### src/rtl/conv3x3_sched.sv
// conv3x3_sched: raster-stream 3x3 window sequencer driving a filter3x3 datapath.
// Two line buffers supply the upper rows; results are realigned with window coordinates.
module conv3x3_sched #(
    parameter int DATA_W   = 8,
    parameter int IMG_W    = 8,
    parameter int IMG_H    = 8,
    parameter int FILT_LAT = 1
) (
    input  logic                       clk,
    input  logic                       rst,
    input  logic                       start,
    input  logic [9*DATA_W-1:0]        w_data,
    output logic                       busy,
    output logic                       done,
    input  logic                       pix_valid,
    output logic                       pix_ready,
    input  logic [DATA_W-1:0]          pix_data,
    output logic                       filt_ena,
    output logic [9*DATA_W-1:0]        filt_in_matrix,
    output logic [9*DATA_W-1:0]        filt_filter_matrix,
    input  logic [2*DATA_W-1:0]        filt_out,
    output logic                       res_valid,
    output logic [2*DATA_W-1:0]        res_data,
    output logic [$clog2(IMG_H)-1:0]   res_row,
    output logic [$clog2(IMG_W)-1:0]   res_col
);
    localparam int XW = $clog2(IMG_W);
    localparam int YW = $clog2(IMG_H);
    localparam int CW = 3*DATA_W;
    localparam int KW = $clog2(FILT_LAT+1);

    typedef enum logic [1:0] {S_IDLE, S_RUN, S_DRAIN, S_FIN} state_t;

    state_t state, state_nx;
    logic [XW-1:0] x, ena_col;
    logic [YW-1:0] y, ena_row;
    logic [DATA_W-1:0] lb0 [IMG_W];
    logic [DATA_W-1:0] lb1 [IMG_W];
    logic [CW-1:0] col_a, col_b, col_n;
    logic [FILT_LAT-1:0] dv;
    logic [FILT_LAT-1:0][YW-1:0] dr;
    logic [FILT_LAT-1:0][XW-1:0] dc;
    logic [KW-1:0] dcnt;
    logic acc, issue, x_last, last_pix;

    assign acc      = pix_valid && pix_ready;
    assign x_last   = x == XW'(IMG_W-1);
    assign last_pix = x_last && y == YW'(IMG_H-1);
    assign issue    = acc && x >= XW'(2) && y >= YW'(2);
    // Column entering the window: {row y-2, row y-1, row y} at column x
    assign col_n    = {lb1[x], lb0[x], pix_data};

    always_ff @(posedge clk) begin
        if (rst) state <= S_IDLE;
        else     state <= state_nx;
    end

    always_comb begin
        state_nx = state;
        case (state)
            S_IDLE:  state_nx = start ? S_RUN : S_IDLE;
            S_RUN:   state_nx = acc && last_pix ? S_DRAIN : S_RUN;
            S_DRAIN: state_nx = dcnt == KW'(FILT_LAT-1) ? S_FIN : S_DRAIN;
            default: state_nx = S_IDLE;
        endcase
    end

    always_comb begin
        busy      = state != S_IDLE;
        pix_ready = state == S_RUN;
        done      = state == S_FIN;
    end

    always_ff @(posedge clk) begin
        if (rst) begin
            x                  <= '0;
            y                  <= '0;
            col_a              <= '0;
            col_b              <= '0;
            filt_ena           <= 1'b0;
            filt_in_matrix     <= '0;
            filt_filter_matrix <= '0;
            ena_row            <= '0;
            ena_col            <= '0;
            dv                 <= '0;
            dr                 <= '0;
            dc                 <= '0;
            dcnt               <= '0;
            for (int i = 0; i < IMG_W; i++) begin
                lb0[i] <= '0;
                lb1[i] <= '0;
            end
        end else begin
            filt_ena <= issue;
            dcnt     <= state == S_DRAIN ? dcnt + 1'b1 : '0;
            dv[0]    <= filt_ena;
            dr[0]    <= ena_row;
            dc[0]    <= ena_col;
            for (int i = 1; i < FILT_LAT; i++) begin
                dv[i] <= dv[i-1];
                dr[i] <= dr[i-1];
                dc[i] <= dc[i-1];
            end
            if (state == S_IDLE && start) begin
                filt_filter_matrix <= w_data;
                x                  <= '0;
                y                  <= '0;
            end
            if (acc) begin
                lb0[x] <= pix_data;
                lb1[x] <= lb0[x];
                // Clearing history at column 0 keeps windows inside one row
                col_a  <= x == '0 ? '0 : col_b;
                col_b  <= col_n;
                x      <= x_last ? '0 : x + 1'b1;
                y      <= x_last ? y + 1'b1 : y;
                if (issue) begin
                    filt_in_matrix <= {col_a[CW-1 -: DATA_W], col_b[CW-1 -: DATA_W], col_n[CW-1 -: DATA_W],
                                       col_a[2*DATA_W-1 -: DATA_W], col_b[2*DATA_W-1 -: DATA_W], col_n[2*DATA_W-1 -: DATA_W],
                                       col_a[DATA_W-1:0], col_b[DATA_W-1:0], col_n[DATA_W-1:0]};
                    ena_row        <= y - YW'(2);
                    ena_col        <= x - XW'(2);
                end
            end
        end
    end

    assign res_valid = dv[FILT_LAT-1];
    assign res_row   = dr[FILT_LAT-1];
    assign res_col   = dc[FILT_LAT-1];
    assign res_data  = res_valid ? filt_out : '0;
endmodule

### config.mk
export PLATFORM = sky130hd
export DESIGN_NAME = conv3x3_sched
export DESIGN_NICKNAME = d
export VERILOG_FILES = /design/src/rtl/conv3x3_sched.sv
export SDC_FILE = /design/constraint.sdc
export NUM_CORES = 1
export LEC_CHECK = 0
export ABC_CLOCK_PERIOD_IN_PS = 2200
export BUFFER_PORTS_ARGS = -buffer_cell sky130_fd_sc_hd__buf_4
export CORE_ASPECT_RATIO = 1.2
export CORE_MARGIN = 8
export CORE_UTILIZATION = 25
export CTS_CLUSTER_SIZE = 10
export DETAILED_ROUTE_END_ITERATION = 12
export PLACE_DENSITY = 0.47
export REMOVE_ABC_BUFFERS = 1
export SETUP_SLACK_MARGIN = 0.05
export SKIP_CTS_REPAIR_TIMING = 1
export SYNTH_ARGS = -nofsm -noshare
export SYNTH_HDL_FRONTEND = slang
export SYNTH_SLANG_ARGS = --single-unit
export TNS_END_PERCENT = 50
### constraint.sdc
create_clock -name clk -period 2.2 [get_ports clk]
set_input_delay 0.44 -clock clk [delete_from_list [all_inputs] [get_ports clk]]
set_output_delay 0.44 -clock clk [all_outputs]
set_load 0.01 [all_outputs]
==> flow_results.org, run 1 <==
** Outcome
- Status :: completed

** Worst setup path
- Crit Reg-Reg Endpoint :: filt_in_matrix[25]
- Following the worst setup path forward leads to its endpoint at filt_in_matrix[25].
- For flop-to-flop paths, the worst setup slack is 0.21 ns.
- Data required time at the worst endpoint :: 2.68 ns
- Chain of cells forming the critical path :: inv_1 > ha_1 > a221oi_4 > buf_12 > nor2_1 > a211oi_2
- STA classifies the critical path endpoint as a register.
- On the worst path, the slowest cell contributes a delay of 0.47 ns.
- Depth of the most critical reg-to-reg path :: 6
- The startpoint identified for the worst register-to-register timing path is x[1].
- Of all nets on the critical path, the largest fanout is 68.
- The critical path is of the register to register type.
- Cell with the largest stage delay on the worst path :: sky130_fd_sc_hd__dfxtp_1
- Critical path origin :: x[1]
- At the worst endpoint, the arrival time is 2.47 ns.
- STA classifies the critical path startpoint as a register.

** Logic synthesis
- For this run, the leading register cell type out of synthesis is sky130_fd_sc_hd__dfxtp_1.
- For this run, the number of Yosys warnings is 0.
- The share of the Yosys chip area taken by registers is 0.6121.
- Dominant cell type by area after synthesis :: sky130_fd_sc_hd__dfxtp_1
- Count of unique library cells instantiated by Yosys :: 38
- The synthesized design contains 346 register bits.
- The mapped netlist covers 13,410 um^2.
- Count of flip-flops with a built-in enable after synthesis :: 128
- Mean instance size in the synthesized netlist :: 10.90 um^2
- The share of synthesized area in the top cell type comes to 0.3254.
- Largest cells by area after synthesis :: sky130_fd_sc_hd__dfxtp_1, sky130_fd_sc_hd__edfxtp_1, sky130_fd_sc_hd__nand2_1
- In the synthesized netlist the async set-or-reset flop fraction comes to 0.
- Count of mapped cells out of synthesis :: 1,230

** Placed design
- Routability Congestion :: 0.7650
- Summed over all nets, the half-perimeter wirelength after detailed placement is 29.60 mm.
- In this run the cell area measured after placement is 16,490 um^2.
- Count of buffers from port buffering :: 270
- In this run, placement finished with an instance count of 2,183.

** Global route
- Pin count of the biggest net entering global routing :: 96
- Number of global-route vias before repair :: 10,300
- Summed over all layers, the global routing overflow is 0.
- The first global-routing pass estimated 63.70 mm of wire.
- For this run, the total global-route usage over all layers was measured as 0.1354.
- Antenna violations before repair :: 1

** Final layout
- Once layout is complete, the utilization of the core stands at 0.3310.
- Ratio of cells with drive above 1 in the final layout :: 0.2911
- Final net count :: 1,626
- Counting the fill cells in the layout gives 5,425.
- Compared with the post-synthesis result, the final layout area differs by 31.82%.
- Summing all non-filler instances in the final layout gives an area of 17,680 um^2.
- For this run, the number of standard cells in the final layout without fillers is 2,251.
- Number of diodes :: 0

** Timing
- Time the final worst path needs with I/O delays and setup :: 1.990 ns
- Final hold vios :: 0
- For the pin with the worst max-slew slack, the measured transition is 0.6150 ns.
- Hold slack final :: 0.1234 ns
- Period utilization :: 0.9045
- Worst clock skew :: 0.02071 ns
- Headroom to the max-slew limit :: 0.5900
- RSZ-0062 raised after global routing :: no
- Static timing analysis puts the maximum clock frequency at 502.5 MHz.
- Final slew viol count :: 0
- Setup violations remaining at the end of the flow were counted as 0.

** CTS
- After clock tree synthesis, the clock-pin slew on the worst setup and hold paths is 0.06 ns.
- Number of clock buffers inserted by TritonCTS :: 41
- For this design, the sink count on the clock tree is 346.
- The clock tree synthesis step divided the H-tree into 2 levels.
- TritonCTS clock tree :: built
- The clock reaches the later pin of the worst-skew pair after 0.56 ns.
- The tree is rooted in a sky130_fd_sc_hd__clkbuf_16.
- The clock passes through at most 3 buffers.

** Power and ir drop
- NetSw :: 0.003346 W
- The internal power of the cells totals 0.01087 W.
- Of the total power, the share spent switching nets is 0.2353.
- Cell area power density :: 804.4 nW/um^2
- Clk pwr share :: 0.435
- For this design the static power due to leakage is 6.906 nW.
- IR analysis of the VDD net gives a maximum drop of 0.0006501 V.
- Combinational share of power :: 0.077
- Part of the power in registers :: 0.488

** Worst hold path
- The worst hold path was traced through 3 stages.
- The min-delay analysis places its worst path in the category primary input to register.

** Floorplanning
- Die height :: 269.7 um
- Core area :: 53,410 um^2
- In this run the core area contains 93 standard-cell rows.
- Count of boundary I/O pins :: 271
- From left edge to right edge, the die measures 227.4 um.
- Initial Utilization :: 0.2511
- The die covers 61,340 um^2.

** Drt
- Average detailed-routed wire length per instance :: 18.66 um
- Routed Antenna Nets :: 0
- DRC Markers :: 0
- Post-Route WL :: 42.01 mm
- After detailed routing, the number of vias per cell comes to 4.387.
- In this run, the number of DRC markers left after iteration 0 of detailed routing was 479.
- First-pass detailed-route iteration total :: 5
- Number of vias in the routed layout :: 9,875

** Run
- Max-cap violations in this run came to 0.
-- per-layer routing --
metal  part of all wire  wire length (um)  vias up  track usage
li1                   -                 -     4783            -
met1               0.38             16150     4714       0.1500
met2               0.50             21150      335       0.2366
met3              0.097              4071       41      0.05843
met4              0.015               625        2      0.02958
met5            0.00036                15        -            0
-- cells by family (layout without fill, tap and decap cells) --
family,count (synthesis),after routing,share of synthesized area
multiplexers,48,48,0.07389
AND/OR/NAND/NOR,539,539,0.1767
AO/OA/AOI/OAI,194,194,0.09274
buffers and inverters,91,400,0.03340
adder cells (fa/ha/maj),12,12,0.01120
flip-flops,346,346,0.6121
-- cells in the mapped netlist (all sizes together) (11+ instances only) --
master,count
and3,36
nand2b,11
and2,49
a22o,24
mux4,32
nor3,19
buf,48
edfxtp,128
ha,12
clkbuf,36
a21oi,142
dfxtp,218
a211oi,18
nor2,124
nand2,277
-- layout by cell type, fill, tap and decap left out, types with 2 or more instances in the layout --
master,Yosys,final
sky130_fd_sc_hd__nand2b_1,11,11
sky130_fd_sc_hd__buf_4,5,312
sky130_fd_sc_hd__nor2_1,122,121
sky130_fd_sc_hd__inv_1,7,7
sky130_fd_sc_hd__nor3_1,18,18
sky130_fd_sc_hd__clkbuf_8,0,3
sky130_fd_sc_hd__nand3_1,9,9
sky130_fd_sc_hd__mux2_2,8,8
sky130_fd_sc_hd__mux4_2,32,32
sky130_fd_sc_hd__and3_1,36,36
sky130_fd_sc_hd__buf_12,2,12
sky130_fd_sc_hd__ha_1,12,12
sky130_fd_sc_hd__nand2_1,277,276
sky130_fd_sc_hd__a21oi_1,142,142
sky130_fd_sc_hd__a22o_1,24,24
sky130_fd_sc_hd__mux2i_4,8,8
sky130_fd_sc_hd__clkbuf_1,36,21
sky130_fd_sc_hd__edfxtp_1,128,128
sky130_fd_sc_hd__inv_6,0,2
sky130_fd_sc_hd__nor2_2,1,2
sky130_fd_sc_hd__and2_1,49,49
sky130_fd_sc_hd__a211oi_2,17,16
sky130_fd_sc_hd__a2bb2oi_1,6,6
sky130_fd_sc_hd__clkbuf_16,0,41
sky130_fd_sc_hd__dfxtp_1,218,217
sky130_fd_sc_hd__nor2b_1,8,8
-- critical path, delay by kind of cell (launching register included) --
family                   cells  cell delay [ns]
buffers and inverters        2             0.46
AO/OA/AOI/OAI                2             0.54
AND/OR/NAND/NOR              1             0.09
adder cells (fa/ha/maj)      1             0.29
flip-flops                   1             0.47
-- flip-flops by register name, summed over array words and instances, names as in the netlist, named ones only --
| register | count |
|---|---|
| lb1 | 64 |
| res_valid | 1 |
| dcnt | 1 |
| state | 2 |
| x | 3 |
| lb0 | 64 |
| res_row | 3 |
| res_col | 3 |
| y | 3 |
| ena_col | 3 |
| col_b | 24 |
| col_a | 24 |
| filt_filter_matrix | 72 |
| filt_in_matrix | 72 |
| ena_row | 3 |
| filt_ena | 1 |
-- how the worst min path moves through the flow --
stage,startpoint,endpoint,slack (ns)
4_1_cts,w_data[4],filt_filter_matrix[4],0.09
2_1_floorplan,dcnt,dcnt,0.40
3_5_place_dp,dcnt,dcnt,0.41
5_1_grt,w_data[60],filt_filter_matrix[60],0.10
6_report,w_data[44],filt_filter_matrix[44],0.12
3_3_place_gp,dcnt,dcnt,0.41
-- metrics by stage --
step                total power [W]  setup slack [ns]  TNS [ns]
floorplan                  0.007509            -2.807   -336.69
global placement           0.008182            0.2910         0
detailed placement         0.008192            0.2114         0
CTS                         0.01448            0.1685         0
global route                0.01481           0.05264         0
finish                      0.01422            0.2101         0
-- power by group through the flow --
| stage | combinational (W) | sequential [W] | clock, W |
|---|---|---|---|
| CTS | 0.00112 | 0.00694 | 0.00642 |
| global placement | 0.00112 | 0.00707 | 0 |
| finish | 0.00109 | 0.00694 | 0.00619 |
| floorplan | 0.000414 | 0.00710 | 0 |
| detailed placement | 0.00112 | 0.00707 | 0 |
| global route | 0.00119 | 0.00696 | 0.00666 |
-- final cells by class --
cell class | count | area (um^2) | share of cell area
Tap cell | 712 | 890.9 | 0.05039
Clock inverter | 3 | 37.54 | 0.002123
Timing Repair Buffer | 325 | 2594 | 0.1467
Sequential cell | 346 | 8209 | 0.4644
Multi-Input combinational cell | 793 | 4775 | 0.2701
Clock buffer | 65 | 1146 | 0.06483
Inverter | 7 | 26.28 | 0.001486
Power figures use the tool's default switching activity.
==> inputs of run 2 (changes only) <==
--- a/config.mk
+++ b/config.mk
@@ -5,14 +5,14 @@
 export SDC_FILE = /design/constraint.sdc
 export NUM_CORES = 1
 export LEC_CHECK = 0
-export ABC_CLOCK_PERIOD_IN_PS = 2200
+export ABC_CLOCK_PERIOD_IN_PS = 1900
 export BUFFER_PORTS_ARGS = -buffer_cell sky130_fd_sc_hd__buf_4
 export CORE_ASPECT_RATIO = 1.2
 export CORE_MARGIN = 8
 export CORE_UTILIZATION = 25
 export CTS_CLUSTER_SIZE = 10
 export DETAILED_ROUTE_END_ITERATION = 12
-export PLACE_DENSITY = 0.47
+export PLACE_DENSITY = 0.46
 export REMOVE_ABC_BUFFERS = 1
 export SETUP_SLACK_MARGIN = 0.05
 export SKIP_CTS_REPAIR_TIMING = 1
==> constraint.sdc (replaced) <==
create_clock -name clk -period 1.9 [get_ports clk]
set_input_delay 0.38 -clock clk [delete_from_list [all_inputs] [get_ports clk]]
set_output_delay 0.38 -clock clk [all_outputs]
set_load 0.01 [all_outputs]
==> run 2 against run 1 <==
  * Final cell count is 1.3% higher
  * Sequential share of layout area decreased by 1.1 points
  * Core utilization is 0.83 points higher
  * Largest cell class unchanged
  * Die area is the same
  * Sequential cell count is the same
==> flow_results.org, run 2 (synthesis results as in run 1) <==
** CTS
- TritonCTS clock tree :: built
- Clock-pin slew on the worst setup and hold paths :: 0.06 ns (about the same)
- The deepest clock path buffer count is 3 (unchanged).
- Latest clock arrival within the worst-skew pair :: 0.56 ns (about the same)
- The total CTS buffers was 42 (+2.4%).
- H-tree levels :: 2 (unchanged)
- CTS sink cnt :: 346 (unchanged)
- Buffer type at the clock tree root :: sky130_fd_sc_hd__clkbuf_16

** Final layout
- The final antenna diode count came to 0 (unchanged).
- Ratio of cells with drive above 1 in the final layout :: 0.3087 (+0.01758)
- The sequential cell area in the final layout was 8213 um^2 (about the same).
- Leaving out fill and tap cells, the most frequent cells in the layout are sky130_fd_sc_hd__buf_4, sky130_fd_sc_hd__nand2_1, sky130_fd_sc_hd__dfxtp_1, sky130_fd_sc_hd__a21oi_1, sky130_fd_sc_hd__edfxtp_1.
- Most common cell after layout, fill and taps aside :: sky130_fd_sc_hd__buf_4
- Number of standard cells in the layout, taps in and fillers out :: 2,280 (+1.3%)
- The largest registers in the layout are filt_filter_matrix: 72 flops, filt_in_matrix: 72 flops.
- The area used by multi-input combinational logic came to 4807 um^2 (+0.68%).
- The number of nets in the layout came to 1,650 (+1.5%).
- Compared with the post-synthesis result, the final layout area differs by 35.12%.
- The post-layout utilization of the core came to 0.3393 (+0.008269).
- Fillers :: 5,463 (+0.70%)

** Worst setup path
- The worst setup path is launched from a register.
- The arrival time of data at the critical path endpoint was 2.13 ns (-0.34 ns).
- Walking the worst path, the cells encountered are buf_12 > mux4_2 > mux2i_4 > buf_12 > nor2_4.
- The cell that appears most often on the critical path is sky130_fd_sc_hd__buf_12.
- Data required time at the worst endpoint :: 2.21 ns (-0.47 ns)
- STA classifies the critical path endpoint as a register.
- By startpoint and endpoint, the worst setup path is classified as register to register.
- Maximum fanout count along the critical path :: 10 (-85%)
- The slowest stage of the critical path belongs to the cell sky130_fd_sc_hd__mux4_2.
- Stage delay of the slowest cell on the critical path :: 0.56 ns (+0.09 ns)

** Power and ir drop
- The peak ir drop on the vdd network came to 0.0005085 V (-22%).
- The cell-internal power was 0.01280 W (+18%).
- Cell area power density :: 922.0 nW/um^2 (+15%)
- Cell leakage power :: 7.127 nW (+3.2%)
- Switching share of power :: 0.2340 (-0.001276)
- Combinational share of power :: 0.080 (+0.003)
- Total power :: 0.01671 W (+17%)
- The power share of the clock group was 0.440 (+0.005).
- Part of the power in registers :: 0.480 (-0.008)
- NetSw :: 0.003910 W (+17%)

** Timing
- The max-slew violation total from the final report is 0 (unchanged).
- Slew of the pin with the lowest slew margin :: 0.4869 ns (-0.1281 ns)
- The largest clock skew in the final design came to 0.02331 ns (+0.002601 ns).
- The final worst setup slack was 0.08587 ns (-0.1242 ns).
- The final setup violation count was 0 (unchanged).
- The highest clock rate is 551.2 MHz (+9.7%).
- The max-slew headroom at the worst pin was 0.6754 (+0.08537).
- Setup repair after global routing could not meet its margin everywhere.
- Sum Neg Setup Slack :: 0 ns (unchanged)
- Final hold vios :: 0 (unchanged)
- The shortest clock period the worst path allows after layout is 1.814 ns (-0.1758 ns).
- Period utilization :: 0.9548 (+0.05028)

** Global route
- Layer with the highest usage after global routing :: met2
- The global router's overall resource usage was 0.1358 (+0.0004384).
- The largest net degree at the start of global routing is 74 (-23%).
- Met1 GRT Util :: 0.1451 (-0.004956)
- The residual overflow from global routing is 0 (unchanged).
- Antenna violations before repair :: 0 (-1)
- The number of global-route vias before repair is 10,530 (+2.2%).
- Wire length of the first global-routing pass :: 63.91 mm (+0.34%)
- The global-route met3 utilization was 0.05637 (-0.002064).
- Met2 routing resource usage after global routing :: 0.2386 (+0.001978)

** Outcome
- The flow ran to the end, and the final reports show no timing, DRC or antenna violations.

** Placed design
- The worst setup timing slack at the placement stage came to 0.06434 ns (-0.1471 ns).
- Total instance count after detailed placement :: 2,202 (+0.87%)
- Post-detailed-placement half-perimeter wirelength :: 29.84 mm (+0.79%)
- Routability Congestion :: 0.7506 (-1.9%)
- The count of buffers from port buffering came to 270 (unchanged).

** Drt
- Violation count after the first detailed-route iteration :: 451 (-5.8%)
- First-pass detailed-route iteration total :: 4 (-1)
- DRC Markers :: 0 (unchanged)
- The post-detailed-routing wire length was 43.20 mm (+2.8%).
- Number of vias in the routed layout :: 10,040 (+1.7%)
- Average detailed-routed wire length per instance :: 18.95 um (+1.5%)
- Routed Antenna Nets :: 0 (unchanged)
- The number of vias per cell is 4.403 (+0.36%).

** Floorplanning
- The placeable core area came to 53,410 um^2 (unchanged).
- The I/O pin count was 271 (unchanged).
- Die W :: 227.4 um (unchanged)
- The number of placement rows came to 93 (unchanged).
- The area enclosed by the die boundary is 61,340 um^2 (unchanged).
- The initial standard-cell utilization of the core came to 0.2511 (unchanged).
- The vertical die dimension was 269.7 um (unchanged).

** Worst hold path
- The worst hold path belongs to the class primary input to register.
- Worst Min Path Start :: w_data[71]

** Run
- Number of max-cap violations :: 0 (unchanged)
-- run 2: worst paths after layout --
kind,to,cells past startpoint,slack (ns)
worst min register to register,dcnt,1,0.42
worst min-delay path,filt_filter_matrix[71],3,0.07
worst max-delay path,lb1[7][0],5,0.09
worst max register to register,lb1[7][0],5,0.09
-- run 2: cell type report --
type	instances	area share
Sequential cell	346	0.4533
Multi-Input combinational cell	793	0.2653
Timing Repair Buffer	348	0.1623
Clock buffer	69	0.06587
Tap cell	712	0.04916
Clock inverter	5	0.002624
Inverter	7	0.001450
-- run 2: worst max-delay path, delay by kind of cell, from the launching register on --
family / cells / cell delay, ns
flip-flops: 1 / 0.38
multiplexers: 2 / 0.83
buffers and inverters: 2 / 0.33
AND/OR/NAND/NOR: 1 / 0.04
-- run 2: power by group through the flow --
stage               registers (W)  logic (W)  clock network, W
floorplan                 0.00822   0.000479                 0
global placement          0.00818    0.00136                 0
detailed placement        0.00818    0.00136                 0
CTS                       0.00803    0.00136           0.00763
global route              0.00805    0.00145           0.00792
finish                    0.00803    0.00134           0.00734
-- run 2: per-stage QoR --
| stage | area, um^2 | hold WS (ns) |
|---|---|---|
| floorplan | 12990 | 0.3989 |
| global placement | 16760 | 0.4105 |
| detailed placement | 16760 | 0.4147 |
| CTS | 18000 | 0.02509 |
| global route | 18120 | 0.05005 |
| finish | 18120 | 0.06709 |
-- run 2: per-layer routing --
layer	wire [um]	vias to the layer above
li1	-	4843
met1	16590	4796
met2	21320	335
met3	3992	64
met4	1296	0
met5	0	-
